## config.mk

```make
export PLATFORM = sky130hd
export DESIGN_NAME = hdmi_timing_gen
export DESIGN_NICKNAME = d
export VERILOG_FILES = /design/src/rtl/hdmi_timing_gen.sv
export SDC_FILE = /design/constraint.sdc
export NUM_CORES = 1
export LEC_CHECK = 0
export ABC_CLOCK_PERIOD_IN_PS = 6900
export BUFFER_PORTS_ARGS = -buffer_cell sky130_fd_sc_hd__buf_2
export CAP_MARGIN = 40
export CORE_MARGIN = 2
export CORE_UTILIZATION = 55
export CTS_CLUSTER_DIAMETER = 100
export DETAILED_ROUTE_END_ITERATION = 10
export GPL_TIMING_DRIVEN = 0
export HOLD_SLACK_MARGIN = 0.12
export MAX_ROUTING_LAYER = met4
export PLACE_DENSITY_LB_ADDON = 0.08
export SYNTH_ARGS = -nofsm -noshare
export SYNTH_HDL_FRONTEND = slang
export SYNTH_SLANG_ARGS = --single-unit
```

## constraint.sdc

```tcl
create_clock -name clk -period 6.9 [get_ports clk]
set_input_delay 1.035 -clock clk [delete_from_list [all_inputs] [get_ports clk]]
set_output_delay 1.035 -clock clk [all_outputs]
set_load 0.005 [all_outputs]
```

## src/rtl/hdmi_timing_gen.sv

```systemverilog
// Video raster timing generator: pixel/line counters with registered,
// zero-skew decodes for data enable, syncs, strobes and a lead-ahead fetch.
module hdmi_timing_gen #(
  parameter int unsigned H_ACTIVE   = 1280,
  parameter int unsigned H_FP       = 110,
  parameter int unsigned H_SYNC     = 40,
  parameter int unsigned H_BP       = 220,
  parameter int unsigned V_ACTIVE   = 720,
  parameter int unsigned V_FP       = 5,
  parameter int unsigned V_SYNC     = 5,
  parameter int unsigned V_BP       = 20,
  parameter bit          HS_POL     = 1'b1,
  parameter bit          VS_POL     = 1'b1,
  parameter int unsigned FETCH_LEAD = 2
) (
  input  logic        clk,
  input  logic        reset_n,
  input  logic        pll_locked,
  input  logic        enable,
  output logic [11:0] hcount,
  output logic [10:0] vcount,
  output logic        de,
  output logic        hsync,
  output logic        vsync,
  output logic        line_start,
  output logic        frame_start,
  output logic        fetch
);

  localparam int unsigned HW      = 12;
  localparam int unsigned VW      = 11;
  localparam int unsigned H_TOTAL = H_ACTIVE + H_FP + H_SYNC + H_BP;
  localparam int unsigned V_TOTAL = V_ACTIVE + V_FP + V_SYNC + V_BP;

  localparam logic [HW-1:0] H_LAST    = HW'(H_TOTAL - 1);
  localparam logic [VW-1:0] V_LAST    = VW'(V_TOTAL - 1);
  localparam logic [HW-1:0] H_ACT     = HW'(H_ACTIVE);
  localparam logic [VW-1:0] V_ACT     = VW'(V_ACTIVE);
  localparam logic [HW-1:0] HS_START  = HW'(H_ACTIVE + H_FP);
  localparam logic [HW-1:0] HS_END    = HW'(H_ACTIVE + H_FP + H_SYNC);
  localparam logic [VW-1:0] VS_START  = VW'(V_ACTIVE + V_FP);
  localparam logic [VW-1:0] VS_END    = VW'(V_ACTIVE + V_FP + V_SYNC);
  localparam logic [HW:0]   LEAD_W    = (HW+1)'(FETCH_LEAD);
  localparam logic [HW:0]   H_TOTAL_W = (HW+1)'(H_TOTAL);

  logic [HW-1:0] nh;
  logic [VW-1:0] nv;
  logic [HW:0]   la_sum;
  logic [HW-1:0] la_h;
  logic [VW-1:0] la_v;

  // Next raster position and the position FETCH_LEAD pixels beyond it.
  always_comb begin
    nh = hcount + HW'(1);
    nv = vcount;
    if (hcount == H_LAST) begin
      nh = '0;
      nv = (vcount == V_LAST) ? '0 : vcount + VW'(1);
    end
    la_sum = {1'b0, nh} + LEAD_W;
    la_h   = la_sum[HW-1:0];
    la_v   = nv;
    if (la_sum >= H_TOTAL_W) begin
      la_h = HW'(la_sum - H_TOTAL_W);
      la_v = (nv == V_LAST) ? '0 : nv + VW'(1);
    end
  end

  // Decodes are computed from the next position so they land with the counters.
  always_ff @(posedge clk or negedge reset_n) begin
    if (!reset_n) begin
      hcount      <= H_LAST;
      vcount      <= V_LAST;
      de          <= 1'b0;
      hsync       <= ~HS_POL;
      vsync       <= ~VS_POL;
      line_start  <= 1'b0;
      frame_start <= 1'b0;
      fetch       <= 1'b0;
    end else if (!pll_locked) begin
      hcount      <= H_LAST;
      vcount      <= V_LAST;
      de          <= 1'b0;
      hsync       <= ~HS_POL;
      vsync       <= ~VS_POL;
      line_start  <= 1'b0;
      frame_start <= 1'b0;
      fetch       <= 1'b0;
    end else if (enable) begin
      hcount      <= nh;
      vcount      <= nv;
      de          <= (nh < H_ACT) && (nv < V_ACT);
      hsync       <= ((nh >= HS_START) && (nh < HS_END)) ? HS_POL : ~HS_POL;
      vsync       <= ((nv >= VS_START) && (nv < VS_END)) ? VS_POL : ~VS_POL;
      line_start  <= (nh == '0);
      frame_start <= (nh == '0) && (nv == '0);
      fetch       <= (la_h < H_ACT) && (la_v < V_ACT);
    end
  end

endmodule

```

==> out/metrics.yaml <==
outcome: "completed"
drtPass1Iterations: 5
finalSetupViolations: 0
via_per_inst: 6.490
async_reset_ff_share_pct: 100.0
drtAntennaViolNets: 0
synth_seq_area_share_pct: 23.97
clock.fmax_mhz: 199.9
grt_overflow: 0
rows: 27
gp_congestion: 0.9282
cts_tree: "done"
hold_buffers: 0
htreeDepth: 2
fin_nets: 457
hold_viol_final: 0
grt_pass1_vias: 3192
rsz0062_at_grt: "false"
power_density_nw_per_um2: 272.0
maxCapViolations: 0
syn_avg_cell_area_um2: 7.550
synth.distinct_cells: 72
pwr-share-seq_pct: 24.3
synth.net_count: 420
worstSetupPathType: "register to register"
portBuffers: 30
place_area_um2: 3336
finalCriticalPeriod_ps: 5003
area_growth_pct: 10.87
ys.flop_type: "dfrtp_1"
placedCellCount: 512
path_clk_slew_ps: 70
finalInstanceArea_um2: 3432
layout_common_cells: "buf_2 (43), nor2_1 (41), nand2_1 (38), o21ai_0 (30), nand3_1 (29)"
arrival_ps: 5190
netlist_instances: 410
cp_max_fo: 10
power.leakage_nw: 1.373
fin_skew_ps: 9.363
use_met3_pct: 4.545
io_pins: 33
worst_setup_path_end_kind: "register"
grt_pass1_wl_mm: 15.90
hold-worst-slack_ps: 470.8
synth_edf_count: 0
antenna_found_initial: 0
pwr-share-comb_pct: 59.1
vdd_drop_max_mv: 0.1628
drc: 0
final_common_cell: "buf_2"
layout-drive-gt1-share_pct: 18.97
switching_share_pct: 48.46
die_w_um: 79.02
yosysTopAreaCellShare_pct: 12.93
post_cts_buffers: 0
global_route.usage.met1_pct: 40.20
syn_area_um2: 3095
vias: 3375
dp_hpwl_mm: 7.316
routed_wl_mm: 9.714
dieArea_um2: 6244
diodes: 0
drtIter0Drc: 215
yosys.area.top_type: "dfrtp_1"
pwr-share-clk_pct: 16.6
yosys_warnings: 0
avgRoutedWirePerCell_um: 18.68
cts_resized: 0
switchingPower_w: 0.0004524
cp.required_ps: 7080
worstSkewPairLatency_ps: 300
grt_util_all_layers_pct: 33.62
fin_setup_tns_ps: 0
power_w: 0.0009335
p_int_w: 0.0004811
grt_max_degree: 30
start_kind: "register"
fin_crit_sh_pct: 72.51
slew_headroom_pct: 56.71
use_met2_pct: 56.02
hold_path.class: "register to register"
ys_ff_latch: 29
busiest_layer: "met2"
slew_viol_final: 0
cts_buffers: 5
tightest_slew_ps: 649.3
clockBufferDepth: 2
cts.sinks: 29
initial_utilization_pct: 56.56
stdcell_count: 520
die_y_um: 79.02
root_buffer: "clkbuf_8"
synth.area.top_cells: "dfrtp_1 (13%), dfstp_2 (11%), nor2_1 (5.0%)"
core_region_area_um2: 5473
[synth_stat cells, drive strengths merged (3+ instances only)]
library cell / n
nor2: 41
or4b: 3
buf: 15
ha: 6
a31oi: 3
xor2: 6
mux2i: 4
and4: 3
or2: 4
a21oi: 18
o22ai: 3
nand2: 39
and2: 10
clkbuf: 16
o311ai: 4
o21a: 3
dfstp: 13
nand3: 30
nand2b: 7
a21o: 4
and3: 9
o31ai: 9
o211ai: 9
inv: 9
o21ai: 30
nor2b: 5
nor4: 7
nand4: 11
dfrtp: 16
xnor2: 16
nor3: 15
[layout make-up]
class                      instances  area [um2]
clock buffer                       6       82.58
buffer                            31       140.1
clock inverter                     2       13.76
sequential                        29       742.0
fill                             526        2041
multi-input combinational        339        2172
inverter                          11       41.29
timing repair buffer              30       150.1
tap                               72       90.09
[layer usage]
layer  routed length [um]  share of wire [%]  vias to the layer above
li1                     -                  -                     1589
met1                 4096                 42                     1625
met2                 4849                 50                      134
met3                  487                5.0                       27
met4                  280                2.9                        0
met5                    0                  0                        -
[registers in the layout (all words and copies together) (netlist names)]
| signal | count |
|---|---|
| frame_start | 1 |
| hsync | 1 |
| vsync | 1 |
| vcount | 11 |
| line_start | 1 |
| hcount | 12 |
| de | 1 |
| fetch | 1 |
[stage by stage]
step	util (%)	worst slack, ps
after CTS	62.71	1920
after floorplan	-	2865
after global routing	62.71	1507
final	62.71	1897
after global placement	60.95	1980
after detailed placement	60.95	1959
[power groups by stage]
stage	Clock, W	Combinational (W)	Sequential, W
2_1_floorplan	0	0.000397	0.000225
3_3_place_gp	0	0.000533	0.000227
3_5_place_dp	0	0.000541	0.000229
4_1_cts	0.000156	0.000543	0.000226
5_1_grt	0.000163	0.000609	0.000230
6_report	0.000155	0.000551	0.000227
[cells by family after synthesis]
| logic type | Yosys count | synth area share, % |
|---|---|---|
| muxes | 4 | 1.294 |
| DFF | 29 | 23.97 |
| buffers and inverters | 42 | 5.861 |
| AOI/OAI and AO/OA | 108 | 24.98 |
| xor gates and xnor gates | 23 | 6.952 |
| adders and majority gates | 6 | 2.425 |
| and+or+nand+nor | 198 | 34.52 |
[path summary, 6_finish.rpt]
path | start | endpoint | slack [ps] | cells after the start
max | hcount[1]$_DFFE_PN0P_ | fetch$_DFFE_PN0P_ | 1900 | 17
min | line_start$_DFFE_PN0P_ | line_start$_DFFE_PN0P_ | 470 | 1
max reg2reg | hcount[1]$_DFFE_PN0P_ | fetch$_DFFE_PN0P_ | 1900 | 17
min reg2reg | line_start$_DFFE_PN0P_ | line_start$_DFFE_PN0P_ | 470 | 1
max in group asynchronous | reset_n | hsync$_DFFE_PN0P_ | 5710 | 1
min in group asynchronous | reset_n | hcount[11]$_DFFE_PN0P_ | 760 | 1
[critical path: stages, from the launching register on]
cell      delay (ps)
dfrtp_1          400
buf_2            200
inv_1             70
ha_1             120
or4b_4           520
nor4_4           440
clkbuf_1         520
nor2_1           160
ha_1             330
nand2_1          120
mux2i_1          130
o311ai_0         420
o21a_1           240
or3b_1           370
a211oi_2         290
o21a_2           180
mux2i_1           80
o31ai_1          290
Power figures use the tool's default switching activity.
